<file path="config.mk">
export PLATFORM = sky130hd
export DESIGN_NAME = universal_ff_bank
export DESIGN_NICKNAME = d
export VERILOG_FILES = /design/src/rtl/universal_ff_bank.sv
export SDC_FILE = /design/constraint.sdc
export NUM_CORES = 1
export LEC_CHECK = 0
export ABC_AREA = 1
export CORE_UTILIZATION = 35
export DETAILED_ROUTE_END_ITERATION = 8
export PLACE_DENSITY = 0.65
export SETUP_SLACK_MARGIN = 0.5
export SYNTH_ARGS = -nofsm -noshare
export SYNTH_HDL_FRONTEND = slang
export SYNTH_SLANG_ARGS = --single-unit
</file>
<file path="constraint.sdc">
create_clock -name clk -period 2.41 [get_ports clk]
set_input_delay 0.3615 -clock clk [delete_from_list [all_inputs] [get_ports clk]]
set_output_delay 0.3615 -clock clk [all_outputs]
set_load 0.02 [all_outputs]
</file>
<file path="src/rtl/universal_ff_bank.sv">
// Bank of WIDTH flip-flops with per-cycle D/T/JK/SR mode, change report and counter.
// Define UFF_SR_ERR_EN to add the sr_err flag for S=R=1 in SR mode.
module universal_ff_bank #(
    parameter int               WIDTH     = 8,
    parameter int               CNT_W     = 16,
    parameter logic [WIDTH-1:0] RESET_VAL = {WIDTH{1'b0}}
) (
    input  logic             clk,
    input  logic             reset,
    input  logic             en,
    input  logic             clr,
    input  logic [1:0]       mode,
    input  logic [WIDTH-1:0] a,
    input  logic [WIDTH-1:0] b,
    output logic [WIDTH-1:0] Q,
    output logic [WIDTH-1:0] Qn,
    output logic [WIDTH-1:0] chg,
    output logic [CNT_W-1:0] chg_cnt
`ifdef UFF_SR_ERR_EN
    ,
    output logic             sr_err
`endif
);

    localparam logic [1:0] MODE_D  = 2'b00;
    localparam logic [1:0] MODE_T  = 2'b01;
    localparam logic [1:0] MODE_JK = 2'b10;
    localparam logic [1:0] MODE_SR = 2'b11;

    localparam logic [CNT_W-1:0] CNT_MAX = {CNT_W{1'b1}};

    logic [WIDTH-1:0] qn;
    logic [WIDTH-1:0] delta;
    logic             any_chg;
    logic             cnt_sat;

    always_comb begin
        qn = Q;
        for (int i = 0; i < WIDTH; i++) begin
            case (mode)
                MODE_D:  qn[i] = a[i];
                MODE_T:  qn[i] = Q[i] ^ a[i];
                MODE_JK: begin
                    case ({a[i], b[i]})
                        2'b01:   qn[i] = 1'b0;
                        2'b10:   qn[i] = 1'b1;
                        2'b11:   qn[i] = ~Q[i];
                        default: qn[i] = Q[i];
                    endcase
                end
                MODE_SR: begin
                    // S=R=1 is illegal and simply keeps the stored bit
                    case ({a[i], b[i]})
                        2'b01:   qn[i] = 1'b0;
                        2'b10:   qn[i] = 1'b1;
                        default: qn[i] = Q[i];
                    endcase
                end
                default: qn[i] = Q[i];
            endcase
        end
    end

    assign delta   = qn ^ Q;
    assign any_chg = |delta;
    assign cnt_sat = (chg_cnt == CNT_MAX);
    assign Qn      = ~Q;

    always_ff @(posedge clk or posedge reset) begin
        if (reset) begin
            Q       <= RESET_VAL;
            chg     <= '0;
            chg_cnt <= '0;
        end else if (clr) begin
            Q       <= RESET_VAL;
            chg     <= Q ^ RESET_VAL;
            chg_cnt <= '0;
        end else if (en) begin
            Q   <= qn;
            chg <= delta;
            if (any_chg && !cnt_sat) begin
                chg_cnt <= chg_cnt + 1'b1;
            end
        end else begin
            chg <= '0;
        end
    end

`ifdef UFF_SR_ERR_EN
    logic sr_hit;

    assign sr_hit = en && !clr && (mode == MODE_SR) && (|(a & b));

    always_ff @(posedge clk or posedge reset) begin
        if (reset) begin
            sr_err <= 1'b0;
        end else begin
            sr_err <= sr_hit;
        end
    end
`endif

endmodule

</file>
# ---- Word-level counts from Yosys, hierarchy flattened
# Index checks and enable logic that the tools add are counted.
dict set report op_classes {
  n_addsub 1
  eq_ne 28
  mux 31
  bitwise 18
  n_reduce_logical 7
}
# cell count
set op_table {}
lappend op_table {{2-to-1 mux 16 bit} 3}
lappend op_table {{== test 2 bit (second input constant)} 18}
lappend op_table {{2-to-1 mux 8 bit} 4}
lappend op_table {{one-hot mux 1 bit (4 select lines)} 8}
lappend op_table {{one-hot mux 1 bit (3 select lines)} 8}
lappend op_table {{== test 2 x 1 -> 1 bit (second input constant)} 9}
lappend op_table {{adder 16 x 1 -> 16 bit (second input constant)} 1}
lappend op_table {{== test 16 bit (second input constant)} 1}
lappend op_table {{one-hot mux 1 bit (2 select lines)} 8}
lappend op_table {{NOT 1 bit} 8}
lappend op_table {{NOT 8 bit} 1}
lappend op_table {{OR reduction 8 bit} 1}
lappend op_table {{XOR 1 bit} 8}
lappend op_table {{XOR 8 bit} 1}
lappend op_table {{nonzero test 2 bit} 2}
lappend op_table {{zero test 2 bit} 1}
lappend op_table {{AND reduction 2 bit} 1}
lappend op_table {{logical AND 1 bit} 1}
lappend op_table {{zero test 1 bit} 1}
dict set report totals {
  ff_bits 32
  in_bits 22
}

# ---- Logic depth before layout (Yosys ltp)
dict set report depth {
  ltp_word 9
  depth_mapped 18
  depth_no_buf 16
}

# ---- Least setup slack after synthesis
# OpenSTA, ideal clock, no wires.
dict set report synth_path {
  kind {flip-flop to flip-flop}
  from {register chg_cnt[1]}
  to {register chg_cnt[5]}
  t_arrival_ns 1.795
  setup_slack_ns 0.483
  stages_incl_launch_ff 12
  period_less_slack_ns 1.927
  cell_sequence {dfrtp_1 > ha_1 > nand2_1 > nor4_2 > nand2_1 > nor2_1 > a21oi_2 > buf_2 > nand3_1 > nand2_1 > nand2_1 > nor2_1}
}
dict set report synth_between {
  elab_chain_cells 5
  elab_cells_between_ends 9
  cone_classes {add/sub (1); eq/ne (1); mux (3); reduce/logical (4)}
}
# item line_no
set synth_lines {}
lappend synth_lines {{from (decl)} 18} ;# output logic [CNT_W-1:0] chg_cnt
lappend synth_lines {{from (signal assigned)} 82} ;# chg_cnt <= chg_cnt + 1'b1;
lappend synth_lines {{parallel branches: the longest is 5 deep, another holds adder 16 x 1 -> 16 bit} --}
# Parallel ways; which one is timed is not known. The select of a mux whose other input is x is not followed.
# A chain may end at the register's enable or synchronous reset.

# ---- Final worst setup path
dict set report layout_path {
  from {register Q[1]}
  to {output Qn[1]}
}
dict set report layout_between {
  elab_chain_cells 1
}
# item line_no
set layout_lines {}
lappend layout_lines {{from (decl)} 15} ;# output logic [WIDTH-1:0] Q,
lappend layout_lines {{from (signal assigned)} 79} ;# Q <= qn;
lappend layout_lines {{NOT 8 bit} 67} ;# assign Qn = ~Q;
lappend layout_lines {{to (decl)} 16} ;# output logic [WIDTH-1:0] Qn,
# No other way between the ends.

==> flow_summary_export.csv <==
group,metric,value,unit
outcome,status,"finished, final reports clean",
sta,finalMaxSlewViolations,0,
route,wl,8186,µm
sta,rsz0062_at_grt,"false",
sta,finalSetupViolations,0,
sta,period_minus_slack,1.872,ns
critical_path,r2r-end,"chg_cnt[0]$_DFFE_PP0P_",
grt,grt_pass1_wl,12650,µm
pwr,ir_drop,0.2211,mV
grt,grt_max_degree,33,
route,drt_iter0_markers,125,
clock_tree,cts_buffers,5,
critical_path,worst_ep_arrival_time,1.51,ns
finish,final_net_count,518,
pwr,comb_power_share,38.0,%
place,dp_hpwl,4795,µm
sta,holdWs,0.4627,ns
critical_path,rrSetupSlack,0.56,ns
sta,fmax,534.3,MHz
logic_synthesis,synth_flop_cell,"dfrtp_1",
critical_path,endpoint,"Qn[1]",
route,wire_per_inst,14.02,µm
pwr,clkPwrFrac,25.5,%
critical_path,worstSetupEndpointType,"output port",
clock_tree,clockRootBuffer,"clkbuf_8",
logic_synthesis,syn_inst,378,
finish,final_util,57.09,%
critical_path,crit_path_start,"Q[1]$_DFFE_PP0P_",
logic_synthesis,yosysTopAreaCellShare,31.73,%
logic_synthesis,syn-cell-area,2524,µm²
finish,antenna_cells,0,
flow_run,drv_cap,0,
sta,final.setup_skew,0.01089,ns
pwr,p_sw,572.2,µW
clock_tree,clkSinkCount,32,
critical_path,worstSetupStartpointType,"flop",
die,io_pins,62,
route,num_vias,2887,
clock_tree,cts_tree,"done",
sta,hold_violations,0,
finish,final_area,3921,µm²
logic_synthesis,seq_area_frac_synth,31.73,%
place,post_dp_cell_area,3256,µm²
grt,antenna_found_initial,0,
finish,syn2layout_area_growth,55.38,%
place,place.gp.congestion,0.8364,
pwr,p_leak,1.874,nW
logic_synthesis,ys_ff_latch,32,
place,io_buffers,61,
die,die_h,86.92,µm
logic_synthesis,synthTopCellsByCount,"nand2_1 (125), inv_1 (68), dfrtp_1 (32)",
logic_synthesis,synth_edf_count,0,
sta,worst_slew_pin_slew,0.7268,ns
pwr,p_int,1.044,mW
pwr,powerDensity,412.1,nW/µm²
die,core,6869,µm²
die,rows,30,
logic_synthesis,yosys-top-cells-area,"dfrtp_1 (32%), nand2_1 (19%), inv_1 (10%)",
clock_tree,cts_hold_buf,0,
clock_tree,htree_levels,2,
grt,grt_use_total,21.23,%
route,viasPerCell,4.943,
finish,layout-drive-gt1-share,35.45,%
logic_synthesis,synth_area_leader_cell,"dfrtp_1",
critical_path,reg2regPathDepth,13,
logic_synthesis,synth.avg_cell_area,6.676,µm²
die,initial_core_util,36.74,%
logic_synthesis,yosys_warnings,0,
route,drc,0,
pwr,seqPwrFrac,36.5,%
worst_hold_path,hold_path.class,"in2async",
grt,grt_pass1_vias,2685,
logic_synthesis,yosysMostFrequentCell,"nand2_1",
clock_tree,clockBufferDepth,2,
sta,max_slew_margin,51.37,%
critical_path,criticalPathCategory,"reg2out",
logic_synthesis,syn_nets,409,
logic_synthesis,ys_types,32,
clock_tree,clk_latency,0.29,ns
critical_path,critPathMaxFanout,6,
die,dieArea,7554,µm²
sta,fin_crit_sh,77.66,%
critical_path,required,2.05,ns
clock_tree,clk_pin_slew,0.08,ns
pwr,p_sw_share,35.41,%
logic_synthesis,async_flop_share,100.0,%
die,fp.dieW,86.92,µm
route,drt_first_pass_iters,5,
sta,tns,0,ns
grt,grt_overflow,0,
route,drtAntennaViolNets,0,
critical_path,rr_startpoint,"Q[1]$_DFFE_PP0P_",
-- cell usage in the layout, fill, tap and decap left out, drive strengths merged --
cell           netlist  final
xnor2                1      1
clkdlybuf4s50        0     41
a21oi               12     15
nor2                29     29
clkbuf               1     17
buf                  8     44
nand2              134    136
dfrtp               32     32
o21ai               17     17
inv                 72     73
clkdlybuf4s15        0      6
clkinv               1      2
nand3               26     26
dlygate4sd2          0      3
nor4                 2      2
nor3                 6      6
o22ai               10     10
xor2                 2      2
ha                   9      9
nand3b               2      2
o21bai               1      1
dlymetal6s2s         0      1
nand4               13     13
-- kinds of logic after synthesis --
logic type      Yosys count  synth area share [%]
flops                    32                 31.73
fa+ha+maj                 9                 4.462
simple gates            212                 39.71
buf+inv                  82                 14.38
xor+xnor                  3                 1.041
compound gates           40                 8.676
-- registers in the layout, summed over array words and instances (netlist names) --
| name | count |
|---|---|
| chg_cnt | 16 |
| Q | 8 |
| chg | 8 |
-- per-layer routing --
layer  part of all wire (%)  global-route usage (%)
met4                    1.8                   5.606
met5                      0                       0
met3                    7.2                   4.076
met2                     50                   37.51
met1                     41                   26.36
-- power by group through the flow --
| stage | sequential (mW) | clock [mW] | combinational [mW] |
|---|---|---|---|
| floorplan | 0.623 | 0 | 0.238 |
| global placement | 0.597 | 0 | 0.429 |
| detailed placement | 0.595 | 0 | 0.436 |
| CTS | 0.587 | 0.417 | 0.550 |
| global route | 0.593 | 0.437 | 0.662 |
| finish | 0.591 | 0.412 | 0.614 |
-- worst min path at each step --
stage / end / slack [ns]
2_1_floorplan: Q[0]$_DFFE_PP0P_ / 0.48
3_3_place_gp: chg_cnt[4]$_DFFE_PP0P_ / 0.58
3_5_place_dp: chg_cnt[12]$_DFFE_PP0P_ / 0.58
4_1_cts: chg_cnt[3]$_DFFE_PP0P_ / 0.48
5_1_grt: chg_cnt[2]$_DFFE_PP0P_ / 0.50
6_report: chg_cnt[10]$_DFFE_PP0P_ / 0.46
-- per-stage QoR --
step	setup WS (ns)	power, mW	std cells
after floorplan	0.5472	0.8612	378
after global placement	-0.04408	1.026	537
after detailed placement	-0.09141	1.031	537
after CTS	0.5059	1.554	569
after global routing	0.4597	1.693	584
final	0.5383	1.616	584
-- critical path, cell delays in order (launching register included) --
cell and delay, ns:
dfrtp_1 0.47, inv_2 0.14, clkdlybuf4s50_1 0.62
-- layout make-up --
cell class                      count  area, µm²
Clock inverter                      1      5.005
Sequential cell                    32      807.0
Multi-Input combinational cell    269       1718
Timing Repair Buffer              105      897.1
Timing Repair inverter              1      8.758
Inverter                           73      289.0
Fill cell                         639       2948
Clock buffer                        7      76.32
Tap cell                           96      120.1
-- timing repair --
item | in CTS | in global routing
cloned | 4 | 2
pin swaps | 30 | 37
endpoints found under the setup margin | 17 | 26
resized for setup | 77 | 68
setup buffers | 20 | 13
Note: power is estimated with default switching activity, not from simulation.
